**src/rtl/playback_sequencer.sv**
```systemverilog
// playback_sequencer: play state, track/volume control and req/ack sample fetch for the music player
module playback_sequencer #(
  parameter int TRACK_W     = 2,
  parameter int OFFS_W      = 14,
  parameter int DATA_W      = 8,
  parameter int VOL_W       = 4,
  parameter int VOL_DEFAULT = 8,
  parameter int LOOP_ALL    = 1
) (
  input  logic                      clk,
  input  logic                      rst_n,
  input  logic                      play_pause_evt,
  input  logic                      vol_up_evt,
  input  logic                      vol_down_evt,
  input  logic                      fwd_evt,
  input  logic                      bwd_evt,
  input  logic                      sample_tick,
  output logic                      mem_rd_req,
  output logic [TRACK_W+OFFS_W-1:0] mem_addr,
  input  logic                      mem_rd_ack,
  input  logic [DATA_W-1:0]         mem_rd_data,
  output logic [DATA_W-1:0]         sample_out,
  output logic                      sample_valid,
  output logic                      playing,
  output logic [TRACK_W-1:0]        track,
  output logic [VOL_W-1:0]          volume,
  output logic                      overrun
);
  localparam int PW = DATA_W + VOL_W;
  typedef enum logic [1:0] {STOP, PLAY, FETCH, PAUSE} state_t;
  typedef enum logic [1:0] {DIR_NONE, DIR_FWD, DIR_BWD} dir_t;
  state_t              state_q, state_d;
  dir_t                dir_q, dir_d, dir_n;
  logic [TRACK_W-1:0]  track_q, track_d;
  logic [OFFS_W-1:0]   offs_q, offs_d;
  logic [VOL_W-1:0]    vol_q, vol_d;
  logic [DATA_W-1:0]   sample_q, sample_d;
  logic                pp_q, pp_d, pp_n, valid_q, valid_d, overrun_q, overrun_d;
  logic                fwd, bwd, wrap, halt;
  logic [PW-1:0]       prod;
  assign fwd  = fwd_evt & ~bwd_evt;
  assign bwd  = bwd_evt & ~fwd_evt;
  assign pp_n = pp_q ^ play_pause_evt;
  assign prod = PW'(mem_rd_data) * PW'(vol_q);
  // opposite directions inside one fetch cancel; a repeat of the same direction just stays
  assign dir_n = fwd ? (dir_q == DIR_BWD ? DIR_NONE : DIR_FWD) :
                 bwd ? (dir_q == DIR_FWD ? DIR_NONE : DIR_BWD) : dir_q;
  assign wrap  = (dir_n == DIR_NONE) && (&offs_q);
  assign halt  = wrap && (LOOP_ALL == 0) && (&track_q);
  always_comb begin
    state_d   = state_q;
    dir_d     = dir_q;
    track_d   = track_q;
    offs_d    = offs_q;
    pp_d      = pp_q;
    sample_d  = sample_q;
    valid_d   = 1'b0;
    overrun_d = 1'b0;
    vol_d     = (vol_up_evt && !vol_down_evt && vol_q != '1) ? vol_q + 1'b1 :
                (vol_down_evt && !vol_up_evt && vol_q != '0) ? vol_q - 1'b1 : vol_q;
    if (state_q != FETCH) begin
      track_d = fwd ? track_q + 1'b1 : bwd ? track_q - 1'b1 : track_q;
      offs_d  = (fwd || bwd) ? '0 : offs_q;
    end
    case (state_q)
      STOP:  state_d = play_pause_evt ? PLAY : STOP;
      PLAY:  state_d = play_pause_evt ? PAUSE : sample_tick ? FETCH : PLAY;
      PAUSE: state_d = play_pause_evt ? PLAY : PAUSE;
      default: begin
        overrun_d = sample_tick;
        pp_d      = pp_n;
        dir_d     = dir_n;
        if (mem_rd_ack) begin
          sample_d = DATA_W'(prod >> VOL_W);
          valid_d  = 1'b1;
          pp_d     = 1'b0;
          dir_d    = DIR_NONE;
          offs_d   = (dir_n == DIR_NONE) ? offs_q + 1'b1 : '0;
          track_d  = (dir_n == DIR_FWD) ? track_q + 1'b1 :
                     (dir_n == DIR_BWD) ? track_q - 1'b1 :
                     halt ? '0 : wrap ? track_q + 1'b1 : track_q;
          state_d  = halt ? STOP : pp_n ? PAUSE : PLAY;
        end
      end
    endcase
  end
  always_ff @(posedge clk or negedge rst_n) begin
    if (!rst_n) begin
      state_q   <= STOP;
      dir_q     <= DIR_NONE;
      track_q   <= '0;
      offs_q    <= '0;
      vol_q     <= VOL_W'(VOL_DEFAULT);
      pp_q      <= 1'b0;
      sample_q  <= '0;
      valid_q   <= 1'b0;
      overrun_q <= 1'b0;
    end else begin
      state_q   <= state_d;
      dir_q     <= dir_d;
      track_q   <= track_d;
      offs_q    <= offs_d;
      vol_q     <= vol_d;
      pp_q      <= pp_d;
      sample_q  <= sample_d;
      valid_q   <= valid_d;
      overrun_q <= overrun_d;
    end
  end
  assign mem_rd_req   = state_q == FETCH;
  assign mem_addr     = {track_q, offs_q};
  assign sample_out   = sample_q;
  assign sample_valid = valid_q;
  assign playing      = state_q == PLAY || state_q == FETCH;
  assign track        = track_q;
  assign volume       = vol_q;
  assign overrun      = overrun_q;
endmodule

```
**config.mk**
```make
export PLATFORM = sky130hd
export DESIGN_NAME = playback_sequencer
export DESIGN_NICKNAME = d
export VERILOG_FILES = /design/src/rtl/playback_sequencer.sv
export SDC_FILE = /design/constraint.sdc
export NUM_CORES = 1
export LEC_CHECK = 0
export CAP_MARGIN = 20
export CORE_MARGIN = 2
export CORE_UTILIZATION = 50
export DETAILED_ROUTE_END_ITERATION = 10
export PLACE_DENSITY_LB_ADDON = 0.05
export RECOVER_POWER = 100
export REMOVE_ABC_BUFFERS = 1
export SLEW_MARGIN = 10
export SYNTH_ARGS = -nofsm -noshare
export SYNTH_HDL_FRONTEND = slang
export SYNTH_SLANG_ARGS = --single-unit
```
**constraint.sdc**
```tcl
create_clock -name clk -period 5.9 [get_ports clk]
set_input_delay 1.18 -clock clk [delete_from_list [all_inputs] [get_ports clk]]
set_output_delay 1.18 -clock clk [all_outputs]
set_load 0.1 [all_outputs]
```
Yosys cells after proc, flatten, opt, wreduce, memory -nomap -nowiden:

Cells that the tools add are included.

* reduce and logical (&&, ||, !) cells: 17
* bitwise gates (word level): 6
* equality and inequality tests: 10
* mux-type cells: 31
* $mul: 1
* $add $sub $neg: 5

Operators by type and width (number)
* 2-to-1 mux 14 bit: 5
* 2-to-1 mux 2 bit: 17
* adder 14 x 1 -> 14 bit, second input constant: 1
* AND reduction 14 bit: 1
* multiplier 8 x 4 -> 12 bit: 1
* equality test 2 bit, second input constant: 4
* 2-to-1 mux 4 bit: 2
* nonzero test 4 bit: 2
* equality test 2 x 1 -> 1 bit, second input constant: 3
* 2-to-1 mux 1 bit: 6
* one-hot mux 2 bit (3 select lines): 1
* logical AND 1 bit: 5
* inequality test 5 x 2 -> 1 bit, second input constant: 1
* adder 4 x 1 -> 4 bit, second input constant: 1
* logical NOT 2 bit: 2
* inequality test 4 bit, second input constant: 1
* subtractor 4 x 1 -> 4 bit, second input constant: 1
* NOT 1 bit: 3
* OR reduction 3 bit: 1
* adder 2 x 1 -> 2 bit, second input constant: 1
* bitwise AND 1 bit: 2
* logical NOT 1 bit: 2
* logical OR 1 bit: 2
* inequality test 2 bit, second input constant: 1
* 4 further kinds: 4

* bits of input ports: 17
* output and inout port bits: 34
* bits in registers: 35
* word-level logic and storage cells: 79

Longest topological paths before layout:

Gate-level depths: netlist of the first run.

* depth in word-level cells: 11
* mapped depth: 13
* depth with buffers taken out: 12

Worst setup path before layout of the first run:

No wires, ideal clock.

* path type: input to register
* from: input port mem_rd_data[1]
* to: register sample_q[7] (netlist: sample_out[7])
* path slack: 1.951 ns
* setup time: 0.136 ns
* required time: 5.764 ns
* path buffers: 0
* stages: 12
* arrival: 3.813 ns
* cells stage by stage: and2_1 fa_1 inv_1 fa_1 inv_1 ha_1 a21oi_1 o32ai_2 and4_1 a221oi_2 xor2_1 o21ai_0

* longest elaborated chain between the ends: 1

RTL lines
* start: declaration: RTL line 21 `input logic [DATA_W-1:0] mem_rd_data,`
* multiplier 8 x 4 -> 12 bit: RTL line 44 `assign prod = PW'(mem_rd_data) * PW'(vol_q);`
* end signal: assignment: RTL line 105 `sample_q <= sample_d;`
* end: declaration: RTL line 37 `logic [DATA_W-1:0] sample_q, sample_d;`

No other way between the ends.
A chain may end at the register's enable or synchronous reset.

Worst setup path in the final report of the first run:

Ends and elaborated chain as after synthesis.

==> results of run 1 <==
[layout by cell type (no fill, tap or decap), types with 8 or more instances in the layout]
cell             instances
nor2_1                  10
nand3_1                 12
clkdlybuf4s50_1          9
o21ai_0                 34
xor2_1                   8
inv_1                   28
nand2_1                 40
a21oi_1                 11
dlygate4sd3_1           40
fa_1                    12
and2_1                  18
ha_1                    23
dfrtp_1                 34
[state kept, by name, summed over array words and instances, names as in the netlist]
register	cells
overrun	1
volume	4
state_q	2
sample_out	8
pp_q	1
dir_q	2
offs_q	14
sample_valid	1
track	2
[critical path, stage by stage]
cell and delay [ns]:
dlygate4sd3_1 0.59, and2_0 0.20, fa_1 0.54, inv_1 0.05, fa_1 0.53, inv_1 0.04, ha_1 0.31, nand2_1 0.06
o32ai_1 0.49, and4_1 0.33, a221oi_1 0.10, xor2_1 0.14, o21ai_0 0.17
[per-layer routing]
layer / share of wire / vias up / GRT usage
met4: 0.013 / 0 / 0.0596
met5: 0 / - / 0
met2: 0.50 / 47 / 0.331
met1: 0.45 / 1094 / 0.243
li1: - / 1163 / -
met3: 0.033 / 6 / 0.0322
[area by class of cell]
| class | instances | area, um^2 |
|---|---|---|
| repair buffers | 50 | 494 |
| clock buffers | 6 | 82.6 |
| well taps | 72 | 90.1 |
| clock inverters | 2 | 35.0 |
| fillers | 516 | 2050 |
| inverters | 28 | 105 |
| multi-input cells | 233 | 1700 |
| flip-flops and latches | 35 | 877 |
[how the worst max path moves through the flow]
stage,slack (ns),to,startpoint,cells past startpoint
finish,1.35,sample_out[7],mem_rd_data[1],13
CTS,1.59,sample_out[7],mem_rd_data[1],13
floorplan,1.95,sample_out[7],mem_rd_data[1],12
global placement,1.37,sample_out[7],mem_rd_data[1],13
detailed placement,1.29,sample_out[7],mem_rd_data[1],13
global route,1.17,sample_out[7],mem_rd_data[1],13
[metrics by stage]
stage                     cells  setup slack [ns]
after detailed placement    418              1.29
after global placement      418              1.37
after global routing        426              1.17
after CTS                   426              1.59
final                       426              1.35
after floorplan             296              1.95
[cells by family after synthesis]
group / count (synthesis)
AOI/OAI and AO/OA: 73
buffers and inverters: 42
DFF: 35
and+or+nand+nor: 109
muxes: 3
xor gates and xnor gates: 13
adders and majority gates: 35
==> flow_metrics.tcl, run 1 <==
set metrics [dict create \
    final.hold.worst_slack_ns 0.482 \
    placed_area_um2 3290 \
    critPathMaxFanout 5 \
    nNetsFinal 405 \
    n_antenna_cell 0 \
    tritoncts "done" \
    fin_worst_skew_ns 0.00921 \
    fmax_mhz 220 \
    final_hold_viol_count 0 \
    final_area_um2 3390 \
    hold_start "track[1]" \
    place.gp.congestion 0.830 \
    crit_path_end_kind "flop" \
    vias 2310 \
    min_period_ns 4.55 \
    synth_area_um2 2780 \
    portBuffers 50 \
    synth_compound_area_frac 0.171 \
    synth_xor_xnor_area_share 0.0409 \
    seq_area_frac_synth 0.315 \
    clkTransAtPathRegs_ns 0.07 \
    startpoint_type "input pin" \
    fin_tns_setup_ns 0 \
    track_usage 0.191 \
    cap_viol_max_count 1 \
    max_slew_margin -0.276 \
    yosysTopAreaCellShare 0.306 \
    drcViolationCount 0 \
    dp_hpwl_mm 4.12 \
    drive_gt1_frac 0.0508 \
    synth.most_common_cell "nand2_1" \
    synth_top_family_by_area "simple AND/OR/NAND/NOR gates" \
    grt_pass1_wl_mm 9.51 \
    ctsResizeCount 0 \
    die_area_um2 6180 \
    htree_levels 2 \
    core_area_um2 5440 \
    finalSetupViolations 0 \
    worstSkewPairLatency_ns 0.29 \
    totalWireLength_mm 5.52 \
    worst-slew-pin-transition_ns 1.91 \
    whs_path_depth 1 \
    grt_max_degree 36 \
    syn_area_per_cell_um2 8.97 \
    critPathKind "in -> reg" \
    worstRegToRegCells 11 \
    syn_to_final_growth_pct 21.7 \
    gr-total-overflow 0 \
    die_h_um 78.6 \
    yosysTopAreaCell "dfrtp_1" \
    layout_worst_path_cycle_share 0.770 \
    first_pass_iters 4 \
    synth_commonest_cells "nand2_1, dfrtp_1, o21ai_0, inv_1, ha_1" \
    fp-row-count 27 \
    cts_root_buf "clkbuf_8" \
    outcome "complete, but fails checks" \
    hold-path-endpoint "track[1]" \
    postCtsSetupBuffers 0 \
    grt_pass1_vias 2160 \
    synth-main-ff-cell "dfrtp_1" \
    arrival_ns 4.74 \
    top_level_ports 51 \
    synth-edff-count 0 \
    fin_util 0.622 \
    antenna_found_initial 0 \
    cts-buffers-inserted 5 \
    rsz0062_at_grt "no" \
    viasPerCell 5.42 \
    reg2reg_from "volume[3]" \
    drt-initial-drc-count 112 \
    synthMuxAreaShare 0.0117 \
    cp.required_ns 6.10 \
    clock_path_buffers 2 \
    slew_violations 36 \
    cts.sink_count 35 \
    die-width_um 78.6 \
    violations "max-capacitance violations, max-slew violations" \
    rrSetupSlack_ns 2.28 \
    min_path_type "reg -> reg" \
    synthTopCellsByArea "dfrtp_1, ha_1, fa_1" \
    regToRegEndpoint "sample_out[7]" \
    synthSimpleGateAreaFrac 0.207 \
    synthAdderAreaFrac 0.190 \
    ys_ff_latch 35 \
    yosysWarnings 0 \
    ys_types 49 \
    synthArstFlopShare 1.00 \
    initial_core_util 0.511 \
    syn_inst 310 \
    post_drt_wl_per_cell_um 13.0 \
    ant_nets 0 \
    cts_hold_buffers 0 \
]
Power of run 1 is left out: the tool's default activity adds up to more than one toggle a clock period on the data nets, which glitch-free logic cannot reach.
==> run 2: changes to the inputs <==
clock period = 4.3 ns   (was 5.9 ns; I/O delays follow)
==> flow_metrics.tcl, run 2 (same netlist as run 1, synthesis figures left out) <==
set metrics [dict create \
    track_usage 0.191 \
    drive_gt1_frac 0.0560 \
    die_h_um 78.6 \
    startpoint_type "input pin" \
    tritoncts "done" \
    ctsResizeCount 0 \
    layout_worst_path_cycle_share 0.933 \
    fp-row-count 27 \
    clkTransAtPathRegs_ns 0.07 \
    grt_max_degree 36 \
    die_area_um2 6180 \
    fin_worst_skew_ns 0.00194 \
    top_level_ports 51 \
    dp_slack_ns 0.0298 \
    max_slew_margin -0.241 \
    cts.sink_count 35 \
    final_hold_viol_count 0 \
    cts_root_buf "clkbuf_8" \
    cap_viol_max_count 1 \
    fin_cells 429 \
    cp_top_family "adder cells" \
    dp_cells 421 \
    crit_path_start "mem_rd_data[1]" \
    drcViolationCount 0 \
    critical_path.slowest_cell "fa_1" \
    cts_hold_buffers 0 \
    min_period_ns 4.01 \
    layout_commonest_cell "nand2_1" \
    hold_start "sample_out[5]" \
    core_area_um2 5440 \
    arrival_ns 4.16 \
    initial_core_util 0.511 \
    slew_violations 36 \
    outcome "complete, but fails checks" \
    worst-slew-pin-transition_ns 1.86 \
    vias 2299 \
    reg2reg_from "volume[2]" \
    postCtsSetupBuffers 0 \
    critPathMaxFanout 4 \
    die-width_um 78.6 \
    mostFrequentLayoutCells "nand2_1, dlygate4sd3_1, o21ai_0, dfrtp_1, inv_1" \
    ant_nets 0 \
    violations "max-capacitance violations, max-slew violations" \
    fmax_mhz 249 \
    syn_to_final_growth_pct 22.0 \
    post_drt_wl_per_cell_um 12.8 \
    slowest_delay_ns 0.53 \
    fin_tns_setup_ns 0 \
    grt_pass1_wl_mm 9.57 \
    largest_register_ff_count 14 \
    dp_hpwl_mm 4.21 \
    totalWireLength_mm 5.51 \
    final_area_um2 3390 \
    postLayoutSetupSlackWorst_ns 0.290 \
    worstSkewPairLatency_ns 0.29 \
    nNetsFinal 408 \
    clock_path_buffers 2 \
    viasPerCell 5.36 \
    critPathKind "in -> reg" \
    cp.required_ns 4.45 \
    place.gp.congestion 0.863 \
    largest-register "offs_q" \
    fillers 500 \
    cts-buffers-inserted 5 \
    portBuffers 50 \
    n_antenna_cell 0 \
    grt_pass1_vias 2131 \
    rsz0062_at_grt "no" \
    antenna_found_initial 0 \
    critPathBufInv 3 \
    first_pass_iters 4 \
    gr-total-overflow 0 \
    crit_path_end_kind "flop" \
    drt-initial-drc-count 85 \
    finalSetupViolations 0 \
    crit_chain "clkdlybuf4s50_1, and2_0, fa_1, inv_1, fa_1, inv_1, ha_1, a21oi_1, o32ai_2, and4_1, a221oi_1, xor2_1, o21ai_0" \
    htree_levels 2 \
    min_path_type "reg -> reg" \
    placed_area_um2 3320 \
]
==> run 2: changes by cell type in the layout (fill, tap and decap cells not counted), sizes merged <==
cell           delta
buf               +1
bufinv            -1
clkbuf            +4
clkdlybuf4s50     +2
clkinv            -1
dlygate4sd3       -2
==> run 2: layout make-up <==
type / count / area [um^2] / share of cell area
Timing Repair Buffer: 53 / 513 / 0.151
Tap cell: 72 / 90.1 / 0.0265
Multi-Input combinational cell: 233 / 1710 / 0.504
Inverter: 28 / 105 / 0.0310
Clock buffer: 8 / 100 / 0.0295
Sequential cell: 35 / 877 / 0.258
==> run 2: final timing paths <==
kind,to,slack (ns),cells after the start
setup / recovery,sample_out[7],0.29,13
hold / removal,sample_out[5],0.48,2
hold reg to reg,sample_out[5],0.48,2
setup reg to reg,sample_out[7],0.75,12
min in group asynchronous,offs_q[9],1.07,1
max in group asynchronous,volume[0],2.16,1
==> run 2: worst reg2reg max path, stage by stage, from the launching register on <==
cell,delay (ns)
dfrtp_1,0.52
and2_1,0.25
fa_1,0.50
inv_1,0.05
fa_1,0.52
inv_1,0.04
ha_1,0.33
a21oi_1,0.24
o32ai_2,0.15
and4_1,0.26
a221oi_1,0.29
xor2_1,0.19
o21ai_0,0.09
==> run 2: through the flow <==
| step | hold slack [ns] | util |
|---|---|---|
| 3_5_place_dp | 0.472 | 0.610 |
| 6_report | 0.475 | 0.624 |
| 3_3_place_gp | 0.465 | 0.610 |
| 5_1_grt | 0.513 | 0.624 |
| 2_1_floorplan | 0.500 | - |
| 4_1_cts | 0.488 | 0.628 |
==> run 2: per-layer routing <==
metal  GRT usage  up-vias  routed length, um
met4      0.0596        0                 53
met1       0.244     1087               2540
met5           0        -                  0
met3      0.0356        6                159
met2       0.328       40               2760
li1            -     1166                  -
Power of run 2 is left out for the same reason.
==> run 3: changes to the inputs <==
ABC_AREA = 1   (was default)
CORE_MARGIN = 3   (was 2)
==> flow_metrics.tcl, run 3 <==
set metrics [dict create \
    startpoint_type "input pin" \
    drive_gt1_frac 0.0325 \
    hold_start "sample_out[5]" \
    ys_types 39 \
    worst-slew-pin-transition_ns 1.84 \
    max_slew_margin -0.230 \
    whs_path_depth 2 \
    grt_pass1_vias 2718 \
    die-width_um 83.0 \
    largest-register "offs_q" \
    outcome "complete, but fails checks" \
    final_hold_viol_count 0 \
    ys_ff_latch 35 \
    dp_cells 526 \
    synth_area_um2 2970 \
    initial_core_util 0.526 \
    arrival_ns 3.87 \
    worstRegToRegCells 12 \
    track_usage 0.194 \
    die_area_um2 6900 \
    htree_levels 2 \
    fin_tns_setup_ns 0 \
    synthAdderAreaFrac 0.178 \
    min_period_ns 3.66 \
    first_pass_iters 5 \
    gr-total-overflow 0 \
    clock_path_buffers 2 \
    n_antenna_cell 0 \
    grt_pass1_wl_mm 11.4 \
    place.gp.congestion 0.875 \
    syn_inst 412 \
    postCtsSetupBuffers 0 \
    portBuffers 50 \
    crit_path_start "mem_rd_data[4]" \
    synth_commonest_cells "nand2_1, inv_1, dfrtp_1, nand3_1, ha_1" \
    yosysTopAreaCellShare 0.287 \
    synth_compound_area_frac 0.102 \
    fin_util 0.632 \
    top_level_ports 51 \
    multi_input_area_um2 1700 \
    synthTopCellsByArea "dfrtp_1, nand2_1, inv_1" \
    synthSimpleGateAreaFrac 0.267 \
    dp_hpwl_mm 4.97 \
    yosysWarnings 0 \
    violations "max-capacitance violations, max-slew violations" \
    grt_max_degree 36 \
    fin_worst_skew_ns 0.00433 \
    cp.required_ns 4.52 \
    clkTransAtPathRegs_ns 0.07 \
    synth_xor_xnor_area_share 0.0266 \
    fin_cells 534 \
    fillers 521 \
    drcViolationCount 0 \
    layout_commonest_cell "nand2_1" \
    syn_to_final_growth_pct 20.1 \
    tritoncts "done" \
    totalWireLength_mm 6.24 \
    fmax_mhz 274 \
    slew_violations 36 \
    synth_top_family_by_area "simple AND/OR/NAND/NOR gates" \
    worstSkewPairLatency_ns 0.28 \
    rsz0062_at_grt "no" \
    synth-main-ff-cell "dfrtp_1" \
    synthMuxAreaShare 0.00337 \
    ant_nets 0 \
    seq_area_frac_synth 0.296 \
    critPathKind "in -> reg" \
    viasPerCell 5.04 \
    yosysTopAreaCell "dfrtp_1" \
    layout_worst_path_cycle_share 0.850 \
    syn_area_per_cell_um2 7.20 \
    die_h_um 83.0 \
    reg2reg_from "volume[3]" \
    nNetsFinal 513 \
    ctsResizeCount 0 \
    core_area_um2 5640 \
    antenna_found_initial 0 \
    cts_root_buf "clkbuf_8" \
    cap_viol_max_count 1 \
    regToRegEndpoint "sample_out[7]" \
    post_drt_wl_per_cell_um 11.7 \
    finalSetupViolations 0 \
    mostFrequentLayoutCells "nand2_1, inv_1, dlygate4sd3_1" \
    largest_register_ff_count 14 \
    seq_area_um2 877 \
    synthArstFlopShare 1.00 \
    synth-edff-count 0 \
    drt-initial-drc-count 123 \
    synth.most_common_cell "nand2_1" \
    crit_path_end_kind "flop" \
    cts.sink_count 35 \
    cts-buffers-inserted 5 \
    critPathCapture "sample_out[7]" \
    vias 2692 \
    cts_hold_buffers 0 \
    fp-row-count 27 \
    min_path_type "reg -> reg" \
    rrSetupSlack_ns 1.14 \
    critPathMaxFanout 5 \
]
[run 3: metal layers]
metal  track usage  part of all wire  up-vias
met2         0.345              0.48       75
met5             0                 0        -
met4        0.0579             0.011        0
met1         0.241              0.47     1219
met3        0.0298             0.041        6
li1              -                 -     1392
[run 3: how the worst min path moves through the flow]
stage,endpoint
after floorplan,pp_q
after global placement,sample_out[5]
after detailed placement,sample_out[5]
after CTS,sample_out[5]
after global routing,sample_out[3]
final,sample_out[5]
[run 3: per-stage QoR]
step	setup slack, ns	hold WS (ns)	instance area [um^2]
2_1_floorplan	0.912	0.470	2900
3_5_place_dp	0.457	0.470	3500
6_report	0.644	0.480	3560
4_1_cts	0.763	0.491	3580
5_1_grt	0.453	0.531	3560
3_3_place_gp	0.512	0.466	3500
[run 3: cell type report]
cell class                 instances  area share
timing repair buffer              51       0.142
tap                               72      0.0253
multi-input combinational        285       0.476
clock buffer                       7      0.0214
clock inverter                     1     0.00140
inverter                          83      0.0878
sequential                        35       0.246
[run 3: logic make-up (layout without fill, tap and decap cells)]
family | Yosys count | after routing
AND/OR/NAND/NOR | 188 | 188
multiplexers | 1 | 1
AO/OA/AOI/OAI | 52 | 52
flip-flops | 35 | 35
adder cells (fa/ha/maj) | 35 | 35
buffers and inverters | 92 | 142
XOR/XNOR | 9 | 9
[run 3: critical path, stage by stage]
cell and delay [ns]:
dlygate4sd3_1 0.62, nand2_1 0.11, fa_1 0.51, fa_1 0.54, inv_1 0.04, ha_1 0.34
a21oi_1 0.32, o21ai_0 0.15, nand2_1 0.10, nand3_1 0.07, nand2_1 0.07, nand3_1 0.07
nand2_1 0.07
Power of run 3 is left out for the same reason.
==> variant 1: new RTL, flow settings as in run 2 <==
Set the parameter `DATA_W` to 10 (it was 8).
--- a/src/rtl/playback_sequencer.sv
+++ b/src/rtl/playback_sequencer.sv
@@ -2,7 +2,7 @@
 module playback_sequencer #(
   parameter int TRACK_W     = 2,
   parameter int OFFS_W      = 14,
-  parameter int DATA_W      = 8,
+  parameter int DATA_W      = 10,
   parameter int VOL_W       = 4,
   parameter int VOL_DEFAULT = 8,
   parameter int LOOP_ALL    = 1
Ports: changed (resized mem_rd_data and sample_out); port bits go from 51 to 55. The function was not compared with the original's and may differ.
==> variant 1 against run 2 <==
The flow still finishes with violations (max-capacitance violations, max-slew violations); synthesized area increased by 13%; cell area increased by 16%; routed wire length increased by 20%; worst setup slack got worse by 0.072 ns; synthesized cell count increased by 17%; sequential cell count increased by 2; first-iteration DRC count increased by 8.2%; maximum frequency decreased by 1.8%.
Power is not shown: default switching activity piles up to over one toggle a cycle in this logic, so the estimate is an artifact.
==> variant 1: results (changes against run 2) <==
[synth]
ys_seq_area_share_pct=29.4  ; -2.1 points
postSynthAreaPerCell_um2=8.70  ; -3.0%
synthTopCellsByArea=dfrtp_1 (29%), fa_1 (10%), ha_1 (9.9%)
synth_cell_types=48  ; -2.0%
yosys-top-cells-count=nand2_1 (40), inv_1 (37), dfrtp_1 (36)

[run_status]
status=finished with violations
violations=max-capacitance violations, max-slew violations

[setup_path]
timing.rr.start=volume[3]
reg2regPathDepth=11  ; -1
slowest_delay_ns=0.55  ; +0.02 ns
r2r_slack_ns=0.65  ; -0.10 ns
cp.arrival_ns=4.25  ; +0.09 ns

[final_layout]
fin_cells=498  ; +16%
final_nets=482  ; +18%
largest_reg_flops=14  ; unchanged
fillCellCount=502  ; +0.40%
drive_above_1_share_pct=7.09  ; +1.5 points

[timing]
whs_ns=0.475  ; +0.000253 ns
slew_violations=38  ; +5.6%
timing.fmax_mhz=245  ; -1.8%
fin_skew_ns=0.00680  ; +0.00486 ns
slew_headroom_pct=-32.9  ; -8.9 points

[hold_path]
whs_endpoint=sample_out[1]
hp-start=sample_out[1]

[place]
placedCellCount=489  ; +16%
place_congestion=0.853  ; -1.1%
place_hpwl_mm=5.06  ; +20%
dpl_cell_area_um2=3810  ; +15%
port_buffers=54  ; +8.0%
place_ws_ns=-0.142  ; -0.172 ns

[detailed_routing]
wl_met3_um=255  ; +60%
avgRoutedWirePerCell_um=13.2  ; +3.0%
drt_first_iter_violations=92  ; +8.2%
met2_wirelength_mm=3.32  ; +20%
detail_route.vias_per_cell=5.40  ; +0.80%

[grt]
grt.total_usage_pct=19.3  ; +0.15 points
grt_max_degree=38  ; +5.6%
grt_pass1_vias=2563  ; +20%
grt_pass1_wl_mm=11.4  ; +19%

[job]
cap_violations=1  ; unchanged

## variant 1: how the worst max path moves through the flow
stage	depth (start not counted)	start	end
2_1_floorplan	11	volume[2]	sample_out[7]
3_3_place_gp	13	mem_rd_data[2]	sample_out[9]
3_5_place_dp	13	mem_rd_data[2]	sample_out[6]
4_1_cts	13	mem_rd_data[2]	sample_out[6]
5_1_grt	14	mem_rd_data[1]	sample_out[6]
6_report	13	mem_rd_data[1]	sample_out[7]
## variant 1: layer usage
metal  GRT usage, %  vias to the layer above
met3           2.78                       10
met1           23.7                     1277
met2           34.9                       70
met5              0                        -
met4           5.66                        0
li1               -                     1333
## variant 1: cells by family after synthesis
family,count (synthesis),synth area share [%]
and+or+nand+nor,137,23.1
AOI/OAI and AO/OA,79,16.2
buffers and inverters,52,6.52
adders and majority gates,41,20.1
DFF,37,29.4
xor gates and xnor gates,14,3.89
muxes,2,0.675
## variant 1: timing repair
action                     in CTS  in global routing
hold buffers                    0                  0
buffers inserted                0                  1
setup endpoints to repair       0                  1
## variant 1: worst register-to-register path, cell delays in order, from the launching register on
cell	delay, ns
dfstp_2	0.67
nand2_1	0.12
fa_1	0.52
fa_1	0.55
inv_1	0.04
ha_1	0.29
and4_1	0.25
a2111oi_4	0.34
buf_4	0.19
o21bai_2	0.09
a2111oi_2	0.37
o21ai_1	0.11
## variant 1: cell type report
cell class,instances,area (um^2),area share [%]
multi-input cells,273,2020,51.3
clock buffers,6,82.6,2.10
clock inverters,2,37.5,0.955
repair buffers,67,632,16.1
well taps,75,93.8,2.39
inverters,38,143,3.63
flip-flops and latches,37,927,23.6
==> variant 2: new RTL, flow settings as in run 2 <==
Made on the original files. `sample_q` no longer has a reset.
--- a/src/rtl/playback_sequencer.sv
+++ b/src/rtl/playback_sequencer.sv
@@ -92,7 +92,6 @@
       offs_q    <= '0;
       vol_q     <= VOL_W'(VOL_DEFAULT);
       pp_q      <= 1'b0;
-      sample_q  <= '0;
       valid_q   <= 1'b0;
       overrun_q <= 1'b0;
     end else begin
@@ -102,10 +101,13 @@
       offs_q    <= offs_d;
       vol_q     <= vol_d;
       pp_q      <= pp_d;
-      sample_q  <= sample_d;
       valid_q   <= valid_d;
       overrun_q <= overrun_d;
     end
+  end
+
+  always_ff @(posedge clk) begin
+    sample_q <= sample_d;
   end
   assign mem_rd_req   = state_q == FETCH;
   assign mem_addr     = {track_q, offs_q};
Behaviour: differs if rst_n is asserted again (counterexample within 4 cycles, from zero or initial values and one cycle with rst_n low); with rst_n held inactive, the same outputs for 10 cycles.
==> variant 2 against run 2 <==
Count of clock-buffer cells in the layout decreased by 1; worst setup slack got worse by 0.062 ns; synthesized area increased by 2.1%; clock skew increased by 0.0051 ns; routed wire length increased by 2.9%; synthesized cell count increased by 0.97%; sequential cell count unchanged; cell area increased by 2.4%; utilization increased by 0.73 points; critical path type unchanged.
==> variant 2: results (changes against run 2) <==
[run_status]
status=complete, no violations

[setup_path]
r2r_slack_ns=0.77  ; +0.02 ns
slowest_delay_ns=0.59  ; +0.06 ns
cp.arrival_ns=4.17  ; about the same
cpMaxStageDelayCell=or4b_2
r2r_end=sample_out[4]

[final_layout]
utilization_pct=63.1  ; +0.73 points
seq-cell-share_pct=26.4  ; +0.54 points
final_nets=416  ; +2.0%
nNonClkBuffers=60  ; +13%
buffer_area_share_pct=16.0  ; +0.94 points
multi_input_area_um2=1720  ; +0.81%
clkbuf_count=7  ; -1
fillCellCount=487  ; -2.6%

[place]
place_hpwl_mm=4.28  ; +1.7%
placedCellCount=429  ; +1.9%
place_ws_ns=-0.0312  ; -0.0610 ns

[synth]
synth_compound_area_share_pct=15.9  ; -1.2 points
synth_cell_types=58  ; +18%
synth_enable_flop_cells=8  ; +8
synthXorXnorAreaFrac_pct=4.01  ; -0.085 points
ys_seq_area_share_pct=32.3  ; +0.76 points
synthAdderAreaFrac_pct=19.0  ; about the same
yosys-top-cells-count=nand2_1 (31), inv_1 (28), dfrtp_1 (26)
synth_mux_area_share_pct=1.10  ; -0.068 points
postSynthAreaPerCell_um2=9.07  ; +1.1%

[timing]
fin_skew_ns=0.00705  ; +0.00511 ns

[detailed_routing]
met2_wirelength_mm=2.85  ; +3.4%
drt_first_iter_violations=106  ; +25%
wl_met1_mm=2.53  ; -0.35%
wl_met3_um=202  ; +27%
drt-total-wl_mm=5.67  ; +2.9%

[die]
die_x_um=79.4  ; +1.0%

[grt]
grt.total_usage_pct=19.3  ; +0.15 points
grt_use_met3_pct=3.51  ; -0.056 points
grt_max_degree=28  ; -22%
grtUsageMet1_pct=23.9  ; -0.49 points
grt_pass1_wl_mm=9.67  ; +1.0%

==> variant 2: cell count changes in the layout (fill, tap and decap cells not counted), sizes merged, moves of 3 or more <==
cell / before / now
o31ai: 7 / 0
and4: 4 / 1
buf: 1 / 6
a31oi: 3 / 10
a21oi: 11 / 14
nor2: 10 / 20
edfxtp: 0 / 8
o21ai: 34 / 12
dfrtp: 34 / 26
a21o: 2 / 5
nand3: 12 / 9
nor3: 1 / 7
nand2: 40 / 31
==> variant 2: worst min path at each step <==
stage                     slack (ns)       start          to
after floorplan                 0.50  state_q[1]  state_q[1]
after global placement          0.53   offs_q[6]   offs_q[6]
after detailed placement        0.53  offs_q[12]  offs_q[12]
after CTS                       0.54  offs_q[12]  offs_q[12]
after global routing            0.57  offs_q[12]  offs_q[12]
final                           0.54  offs_q[12]  offs_q[12]
